**src/rtl/cpu16_pkg.sv**
```systemverilog
// ============================================================================
// Module      : cpu16_pkg
// Description : Shared CPU16 widths and the block-copy engine state encoding.
// Revision    : 1.0 - initial release
// ============================================================================
`default_nettype none

package cpu16_pkg;

    localparam int ADDR_W_DEF = 16;
    localparam int DATA_W_DEF = 16;

    typedef logic [1:0] state_t;

    localparam state_t ST_IDLE  = 2'd0;
    localparam state_t ST_READ  = 2'd1;
    localparam state_t ST_WRITE = 2'd2;
    localparam state_t ST_DONE  = 2'd3;

endpackage

`default_nettype wire

```
**src/rtl/mem_copy_addr_gen.sv**
```systemverilog
// ============================================================================
// Module      : mem_copy_addr_gen
// Description : Base/index/remaining counters producing source and destination
//               word addresses plus a last-word flag for the copy engine.
// Revision    : 1.0 - initial release
// ============================================================================
`default_nettype none

module mem_copy_addr_gen
    import cpu16_pkg::*;
#(
    parameter int ADDR_W = ADDR_W_DEF
) (
    input  logic              clk_i,
    input  logic              rst_i,
    input  logic              load_i,
    input  logic              step_i,
    input  logic [ADDR_W-1:0] src_i,
    input  logic [ADDR_W-1:0] dst_i,
    input  logic [15:0]       len_i,
    output logic [ADDR_W-1:0] src_addr_o,
    output logic [ADDR_W-1:0] dst_addr_o,
    output logic              last_o
);

    logic [ADDR_W-1:0] src_q;
    logic [ADDR_W-1:0] dst_q;
    logic [15:0]       idx_q;
    logic [15:0]       remaining_q;

    always_ff @(posedge clk_i or posedge rst_i) begin
        if (rst_i) begin
            src_q       <= '0;
            dst_q       <= '0;
            idx_q       <= '0;
            remaining_q <= '0;
        end else if (load_i) begin
            src_q       <= src_i;
            dst_q       <= dst_i;
            idx_q       <= '0;
            remaining_q <= len_i;
        end else if (step_i) begin
            idx_q       <= idx_q + 16'd1;
            remaining_q <= remaining_q - 16'd1;
        end
    end

    // Additions are truncated to ADDR_W, giving the silent wrap at the top of memory.
    assign src_addr_o = src_q + ADDR_W'(idx_q);
    assign dst_addr_o = dst_q + ADDR_W'(idx_q);
    assign last_o     = (remaining_q == 16'd1);

endmodule

`default_nettype wire

```
**src/rtl/mem_copy_engine.sv**
```systemverilog
// ============================================================================
// Module      : mem_copy_engine
// Description : Block-copy initiator on the CPU16 data-memory port; copies one
//               word every two cycles (READ then WRITE) in ascending order.
// Revision    : 1.0 - initial release
// ============================================================================
`default_nettype none

module mem_copy_engine
    import cpu16_pkg::*;
#(
    parameter int ADDR_W = ADDR_W_DEF,
    parameter int DATA_W = DATA_W_DEF
) (
    input  logic              clk_i,
    input  logic              rst_i,
    input  logic              start_i,
    input  logic              abort_i,
    input  logic [ADDR_W-1:0] src_addr_i,
    input  logic [ADDR_W-1:0] dst_addr_i,
    input  logic [15:0]       length_i,
    output logic              busy_o,
    output logic              done_o,
    output logic [ADDR_W-1:0] address_o,
    output logic [DATA_W-1:0] write_data_o,
    output logic              mem_write_o,
    output logic              mem_read_o,
    input  logic [DATA_W-1:0] read_data_i
);

    state_t            state_q;
    state_t            state_d;
    logic [DATA_W-1:0] data_q;
    logic              accept;
    logic              last_word;
    logic [ADDR_W-1:0] src_addr;
    logic [ADDR_W-1:0] dst_addr;

    assign accept = start_i && ((state_q == ST_IDLE) || (state_q == ST_DONE));

    mem_copy_addr_gen #(
        .ADDR_W (ADDR_W)
    ) u_addr_gen (
        .clk_i      (clk_i),
        .rst_i      (rst_i),
        .load_i     (accept),
        .step_i     (state_q == ST_WRITE),
        .src_i      (src_addr_i),
        .dst_i      (dst_addr_i),
        .len_i      (length_i),
        .src_addr_o (src_addr),
        .dst_addr_o (dst_addr),
        .last_o     (last_word)
    );

    always_ff @(posedge clk_i or posedge rst_i) begin
        if (rst_i) begin
            state_q <= ST_IDLE;
        end else begin
            state_q <= state_d;
        end
    end

    always_comb begin
        state_d = state_q;
        case (state_q)
            ST_IDLE, ST_DONE: begin
                if (!start_i)                state_d = ST_IDLE;
                else if (length_i == 16'd0)  state_d = ST_DONE;
                else                         state_d = ST_READ;
            end
            ST_READ:  state_d = abort_i ? ST_IDLE : ST_WRITE;
            ST_WRITE: begin
                if (abort_i)        state_d = ST_IDLE;
                else if (last_word) state_d = ST_DONE;
                else                state_d = ST_READ;
            end
            default:  state_d = ST_IDLE;
        endcase
    end

    always_ff @(posedge clk_i or posedge rst_i) begin
        if (rst_i) begin
            data_q <= '0;
        end else if (state_q == ST_READ) begin
            data_q <= read_data_i;
        end
    end

    // Memory strobes depend only on registered state, so an async reset drops them at once.
    always_comb begin
        busy_o       = 1'b0;
        done_o       = 1'b0;
        address_o    = '0;
        write_data_o = '0;
        mem_write_o  = 1'b0;
        mem_read_o   = 1'b0;
        case (state_q)
            ST_READ: begin
                busy_o     = 1'b1;
                address_o  = src_addr;
                mem_read_o = 1'b1;
            end
            ST_WRITE: begin
                busy_o       = 1'b1;
                address_o    = dst_addr;
                write_data_o = data_q;
                mem_write_o  = 1'b1;
            end
            ST_DONE:  done_o = 1'b1;
            default: ;
        endcase
    end

endmodule

`default_nettype wire

```
**config.mk**
```make
export PLATFORM = sky130hd
export DESIGN_NAME = mem_copy_engine
export DESIGN_NICKNAME = d
export VERILOG_FILES = /design/src/rtl/cpu16_pkg.sv /design/src/rtl/mem_copy_addr_gen.sv /design/src/rtl/mem_copy_engine.sv
export SDC_FILE = /design/constraint.sdc
export NUM_CORES = 1
export LEC_CHECK = 0
export CORE_ASPECT_RATIO = 1.75
export CORE_MARGIN = 2
export CORE_UTILIZATION = 51
export DETAILED_ROUTE_END_ITERATION = 8
export GPL_ROUTABILITY_DRIVEN = 0
export HOLD_SLACK_MARGIN = 0.12
export PLACE_DENSITY = 0.81
export SLEW_MARGIN = 25
export SYNTH_ARGS = -nofsm -noshare
export SYNTH_HDL_FRONTEND = slang
export SYNTH_SLANG_ARGS = --single-unit
```
**constraint.sdc**
```tcl
create_clock -name clk_i -period 4.3 [get_ports clk_i]
set_clock_uncertainty 0.2 [all_clocks]
set_input_delay 0.645 -clock clk_i [delete_from_list [all_inputs] [get_ports clk_i]]
set_output_delay 0.645 -clock clk_i [all_outputs]
set_load 0.02 [all_outputs]
```
# Word-level counts from Yosys, hierarchy flattened
# Cells that the tools add are included.
dict set report totals {
  reg_bits 82
  in_bits 68
  out_inout_bits 36
  elab_cells 37
}
dict set report op_classes {
  n_addsub 4
  n_eq_ne 4
  mux 16
  reduce_logical 7
}
# op count
set ops {}
lappend ops {{16-bit 2-to-1 mux} 5}
lappend ops {{16-bit adder} 2}
lappend ops {{16-bit case mux with 2 select lines} 1}
lappend ops {{16-bit by 1-bit adder with 16-bit output, second input constant} 1}
lappend ops {{16-bit by 1-bit == test with 1-bit output, second input constant} 1}
lappend ops {{16-bit zero test} 1}
lappend ops {{16-bit by 1-bit subtractor with 16-bit output, second input constant} 1}
lappend ops {{2-bit 2-to-1 mux} 5}
lappend ops {{2-bit case mux with 3 select lines} 1}
lappend ops {{2-bit == test, second input constant} 2}
lappend ops {{1-bit 2-to-1 mux} 4}
lappend ops {{2-bit OR reduction} 2}
lappend ops {{2-bit by 1-bit == test with 1-bit output, second input constant} 1}
lappend ops {{2-bit zero test} 1}
lappend ops {{2-bit nonzero test} 1}
lappend ops {{1-bit logical AND} 1}
lappend ops {{1-bit logical OR} 1}

# Logic depth before layout (Yosys ltp)
# Gate-level depths: netlist (run 1).
dict set report depth {
  depth_word 4
  depth_mapped 13
  mapped_depth_nobuf 11
}

# Cells and area by module
# From an unflattened synthesis (run 1), not the netlist that was laid out.
dict set report hier_totals {
  cells_unflattened 522
  hier_area_um2 5238.8
}
# mod instances cells_per_inst area_per_inst_um2 seq_area_each_um2
set by_module_without_submodules {}
lappend by_module_without_submodules {mem_copy_addr_gen 1 413 4078.9 1601.5}
lappend by_module_without_submodules {mem_copy_engine 1 109 1159.9 450.4}

# Worst setup path before layout (run 1)
# No wires, ideal clock.
dict set report synth_path {
  kind {register to output}
  start {register state_q[0]}
  end {output port address_o[15]}
  arrival_ps 3361
  t_required_ps 3455
  slack_ps 94
  path_stages_with_launch 12
  n_path_buf 2
  cell_sequence {dfrtp_1 > inv_1 > ha_1 > buf_2 > buf_1 > mux2_2 > ha_1 > and3_1 > a221o_1 > o2111ai_1 > a21oi_1 > nor3b_1}
}
dict set report synth_via {
  elab_chain_cells 2
  word_cells_on_any_way 3
  cone_classes {eq/ne: 2; mux: 1}
}
# item line
set synth_rtl {}
lappend synth_rtl {{start: declaration} mem_copy_engine.sv:31} ;# state_t state_q;
lappend synth_rtl {{start signal: assignment} mem_copy_engine.sv:60} ;# state_q <= state_d;
lappend synth_rtl {{2-bit == test / 2-bit by 1-bit == test with 1-bit output (equally long branches)} mem_copy_engine.sv:98} ;# case (state_q)
lappend synth_rtl {{16-bit case mux with 2 select lines *} mem_copy_engine.sv:98}
lappend synth_rtl {{end: declaration} mem_copy_engine.sv:24} ;# output logic [ADDR_W-1:0] address_o,
# Mark *: on every way between the ends. The rest lies on a longest branch, timed or not.

# Worst setup path after layout (run 1)
# Same ends and word-level chain as after synthesis.

==> results of run 1 <==
cell families (layout without fill, tap and decap cells):
group / count (synthesis) / in the layout
simple gates: 248 / 248
flops: 82 / 82
compound gates: 65 / 65
mux: 36 / 36
xor+xnor: 33 / 33
buf+inv: 33 / 145
fa+ha+maj: 25 / 25
layer usage:
layer	vias up	track usage
li1	1989	-
met1	2015	0.286
met2	123	0.440
met3	30	0.0391
met4	0	0.115
met5	-	0
cells in the mapped netlist, types with 2 or more instances:
master / count / area, sq um
or3_1: 4 / 25.0
a31oi_1: 5 / 31.3
a221oi_1: 2 / 17.5
nor4_1: 7 / 43.8
mux2_2: 33 / 372
nor3_1: 11 / 55.1
nand4_1: 7 / 43.8
a211o_1: 2 / 17.5
o41ai_1: 2 / 17.5
a21o_1: 5 / 37.5
dfrtp_1: 82 / 2050
clkbuf_1: 12 / 45.0
xnor2_1: 18 / 158
inv_1: 12 / 45.0
o21ai_1: 2 / 10.0
nand2_1: 130 / 488
a21oi_1: 11 / 55.1
and3_1: 5 / 31.3
o21ai_0: 22 / 110
nand3_1: 9 / 45.0
mux2i_1: 3 / 30.0
nor2_1: 43 / 161
o2111ai_1: 2 / 17.5
buf_1: 5 / 18.8
nand2b_1: 2 / 12.5
and2_1: 17 / 106
buf_2: 2 / 10.0
nor2b_1: 2 / 12.5
o21a_1: 3 / 22.5
xor2_1: 15 / 131
ha_1: 24 / 300
sequential cells by signal (all words and copies together) (netlist names):
signal                  count
data_q                     16
u_addr_gen.dst_q           16
u_addr_gen.idx_q           16
u_addr_gen.remaining_q     16
u_addr_gen.src_q           16
state_q                     2
worst max-delay path, delay by kind of cell, from the launching register on:
family                     cells  cell delay, ns
buffers and inverters          3            0.58
AOI/OAI and AO/OA              3            0.88
DFF                            1            0.38
and+or+nand+nor                2            0.36
muxes                          1            0.35
adders and majority gates      2            0.56
repair_timing:
| action | in CTS | in global routing |
|---|---|---|
| gates resized for setup | 13 | 13 |
| buffers inserted | 1 | 0 |
| endpoints found under the setup margin | 8 | 10 |
| pin swaps | 2 | 2 |
worst paths after layout:
kind / start / to / depth (start not counted)
worst min register to register: u_addr_gen.dst_q[8] / u_addr_gen.dst_q[8] / 2
min in group asynchronous: rst_i / data_q[14] / 2
max in group asynchronous: rst_i / u_addr_gen.idx_q[3] / 3
worst max register to register: state_q[1] / u_addr_gen.src_q[4] / 6
worst max-delay path: state_q[0] / address_o[15] / 11
worst min-delay path: u_addr_gen.dst_q[8] / u_addr_gen.dst_q[8] / 2
layout by cell type (no fill, tap or decap), types with 4 or more instances in the layout:
cell,netlist,final
dfrtp_1,82,82
a31oi_1,5,5
buf_4,0,12
clkdlybuf4s50_1,0,94
ha_1,24,22
nand2_1,130,130
nor2_1,43,43
mux2_2,33,33
nand3_1,9,9
inv_1,12,11
xnor2_1,18,18
and2_1,17,17
or3_1,4,4
o21ai_0,22,22
a21o_1,5,5
and3_1,5,5
nand4_1,7,7
nor4_1,7,7
a21oi_1,11,11
xor2_1,15,15
nor3_1,11,11
clkbuf_16,0,9
report_power, final:
group / leakage (nW) / switching (W) / internal, W
clock: 0.147 / 0.000295 / 0.000481
combinational: 1.71 / 0.000395 / 0.000368
sequential: 1.02 / 0.000108 / 0.000932
total: 2.87 / 0.000799 / 0.00178
stage by stage:
step                setup WS (ns)   TNS, ns  total power, W
floorplan                  0.0936         0         0.00152
global placement           0.0846         0         0.00179
detailed placement         0.0403         0         0.00182
CTS                      -0.00383  -0.00383         0.00259
global route              -0.0808   -0.0808         0.00271
finish                     0.0206         0         0.00258
cell type report:
class | count | area [sq um]
Clock buffer | 14 | 264
Clock inverter | 2 | 35.0
Fill cell | 744 | 2820
Inverter | 12 | 47.5
Multi-Input combinational cell | 407 | 2590
Sequential cell | 82 | 2050
Tap cell | 120 | 150
Timing Repair Buffer | 117 | 1140
==> results.cfg, run 1 <==
[run_status]
status = finished clean

[placement]
dpl_cell_area_sq_mm = 0.00595
portBuffers = 103
dp_hpwl_mm = 8.86
dp_cells = 737

[synthesis]
ys_seq_area_frac = 0.432
synth-async-reset-ratio = 1.00
ys_ff_latch = 82
synth_cells = 522
synth-simple-area-share = 0.238
syn_area_sq_mm = 0.00475
synthXorXnorAreaFrac = 0.0608
synth_top_family_by_area = simple AND/OR/NAND/NOR gates
synth_warnings = 0
ys.flop_type = dfrtp_1
synth.avg_cell_area_sq_um = 9.11
synth-compound-area-share = 0.0871
synth_cell_types = 54
synth_fa_ha_area_frac = 0.0674
synthMuxAreaShare = 0.0845
synth_edf_count = 0
synth_fp_nets = 615

[timing]
drv_slew = 0
hold_violations = 0
max-slew-margin-rel = 0.502
rsz0062_at_grt = yes
min_period_over_period = 0.995
whs_ns = 0.276
worstMarginPinSlew_ns = 0.747
max_freq_mhz = 234
setup_viol = 0
post-route-min-period_ns = 4.28

[die]
dieWidth_um = 77.0
rows = 46
start_util = 0.523
io_pins = 104
die_h_um = 132
die-area_sq_mm = 0.0101
coreArea_sq_mm = 0.00909

[cts]
clock_sink_count = 82
clk_pin_slew_ns = 0.06
cts_buffer_depth = 2
hold_buffers = 0
clock_tree.root_cell = clkbuf_16
cts_max_level = 3
numCtsBuffers = 9
cts_tree = yes
clk_latency_ns = 0.33

[drt]
drt_wl_total_mm = 12.1
dr.pass1.iters = 4
wl_per_cell_um = 16.1
first_iter_violations = 208
topRoutingLayerUsed = met4
drc_errors = 0
final_antenna_net_count = 0
drt-met1-wl_mm = 4.76
dr_wl_met3_um = 474
vias = 4157
wl_met2_mm = 6.47
viasPerCell = 5.51

[worst_setup_path]
r2r_setup_slack_ns = 1.58
endpoint_kind = output pin
start_kind = flop
crit_chain = inv_1 > ha_2 > buf_12 > mux2_2 > ha_1 > and3_1 > a221o_1 > o2111ai_1 > a21oi_1 > nor3b_1 > dlygate4sd2_1
required_ns = 3.45
critPathKind = flop to output pin
critPathSlowestCell = a221o_1
max_stage_delay_ns = 0.43
path_max_fanout = 15
cp.arrival_ns = 3.43

[layout]
area_delta_synth_final_pct = 32.0
drive_above_1_share = 0.123
antennaDiodeCount = 0
nets = 722
design_area_sq_mm = 0.00627
final_cells = 754
postLayoutCoreUtil = 0.690

[global_routing]
antenna_found_initial = 0
grt_max_degree = 61
grt.total_usage = 0.247
gr-total-overflow = 0
grt_pass1_wl_mm = 20.1
first_global_vias = 4168

[power]
leakage_nw = 2.87
vdd_drop_max_mv = 0.247
p_per_area_mw_per_mm2 = 411

[run]
cap_viol_max_count = 0

[worst_hold_path]
min_path_type = flop to flop
(Power assumes the default switching activity.)
==> run 2: changes to the inputs <==
CORE_MARGIN = not set   (was 2)
SETUP_SLACK_MARGIN = 0.15   (was not set)
==> results.cfg, run 2 (same netlist as run 1, synthesis figures left out) <==
[layout]
antennaDiodeCount = 0
final_common_cell = nand2_1
area_delta_synth_final_pct = 35.7
final_cells = 759
drive_above_1_share = 0.163
design_area_sq_mm = 0.00645
most-common-layout-cells = nand2_1, clkdlybuf4s50_1, dfrtp_1
nets = 727

[global_routing]
grt_pass1_wl_mm = 19.5
first_global_vias = 4266
gr-total-overflow = 0
grt.total_usage = 0.265
antenna_found_initial = 0
grt_max_degree = 59

[worst_setup_path]
cp.arrival_ns = 3.22
start_kind = flop
critPathKind = flop to output pin
required_ns = 3.45
path_max_fanout = 7
endpoint_kind = output pin

[cts]
clock_tree.root_cell = clkbuf_16
numCtsBuffers = 9
cts_max_level = 3
clk_pin_slew_ns = 0.06
cts_buffer_depth = 2
clk_latency_ns = 0.33
cts_tree = yes
hold_buffers = 0
clock_sink_count = 82

[worst_hold_path]
min_path_type = flop to flop

[placement]
dp_hpwl_mm = 8.95
dpl_cell_area_sq_mm = 0.00596
portBuffers = 103
pre_cts_ws_ns = 0.0351
dp_cells = 737

[timing]
min_period_over_period = 0.946
rsz0062_at_grt = yes
finalWorstSetupSlack_ns = 0.231
tns_ns = 0
max_freq_mhz = 246
post-route-min-period_ns = 4.07
hold_violations = 0
setup_viol = 0
drv_slew = 0
max-slew-margin-rel = 0.434
worstMarginPinSlew_ns = 0.849

[run_status]
status = finished clean

[die]
die-area_sq_mm = 0.00973
start_util = 0.526
dieWidth_um = 75.0
io_pins = 104
coreArea_sq_mm = 0.00904
die_h_um = 130
rows = 46

[power]
vdd_drop_max_mv = 0.228
leakage_nw = 2.91
p_per_area_mw_per_mm2 = 414

[run]
cap_viol_max_count = 0

[drt]
viasPerCell = 5.59
wl_per_cell_um = 16.4
drc_errors = 0
first_iter_violations = 230
dr.pass1.iters = 5
drt_wl_total_mm = 12.5
final_antenna_net_count = 0
vias = 4246
==> run 2: repair_timing <==
item	in CTS	in global routing
buffers inserted	2	3
endpoints found under the setup margin	10	10
resized for setup	28	22
cloned	0	1
pin swaps	4	6
==> run 2: path summary, 6_finish.rpt <==
path,from,end,slack [ns],cells after the start
max in group asynchronous,rst_i,u_addr_gen.dst_q[5],2.54,3
worst min-delay path,u_addr_gen.src_q[13],u_addr_gen.src_q[13],0.28,2
min in group asynchronous,rst_i,u_addr_gen.remaining_q[11],0.57,2
worst max-delay path,state_q[0],address_o[11],0.23,11
worst max register to register,state_q[1],u_addr_gen.dst_q[11],1.63,6
worst min register to register,u_addr_gen.src_q[13],u_addr_gen.src_q[13],0.28,2
==> run 2: metrics by stage <==
stage               utilization  total power, W  hold slack [ns]
finish                    0.714         0.00267            0.280
global route              0.714         0.00281            0.305
CTS                       0.700         0.00266            0.282
detailed placement        0.659         0.00183            0.265
global placement          0.659         0.00179            0.253
floorplan                     -         0.00153            0.240
==> run 2: power by group <==
group | total, W | internal, W | switching (W) | leakage (nW)
Clock | 0.000822 | 0.000512 | 0.000310 | 0.156
Sequential | 0.00105 | 0.000932 | 0.000116 | 1.02
Combinational | 0.000801 | 0.000387 | 0.000413 | 1.73
==> run 2: critical path, stage by stage (launching register included) <==
cell and delay [ns]:
dfrtp_1 0.38, inv_2 0.07, ha_4 0.17, buf_12 0.13, mux2_2 0.35, ha_1 0.28
a21o_1 0.20, a221o_2 0.44, o211a_1 0.25, o21a_1 0.18, nor3_2 0.09, dlygate4sd2_1 0.35
==> run 2: layer usage <==
metal	vias to the layer above	track usage	wire, um
li1	1998	-	-
met5	-	0	0
met4	0	0.129	378
met3	35	0.0402	593
met1	2066	0.302	4870
met2	147	0.471	6630
==> run 2: layout make-up <==
class	count	area [sq um]
multi-input combinational	407	2690
fill	683	2590
sequential	82	2050
timing repair buffer	122	1180
clock buffer	9	225
tap	120	150
clock inverter	7	98.8
inverter	12	47.5
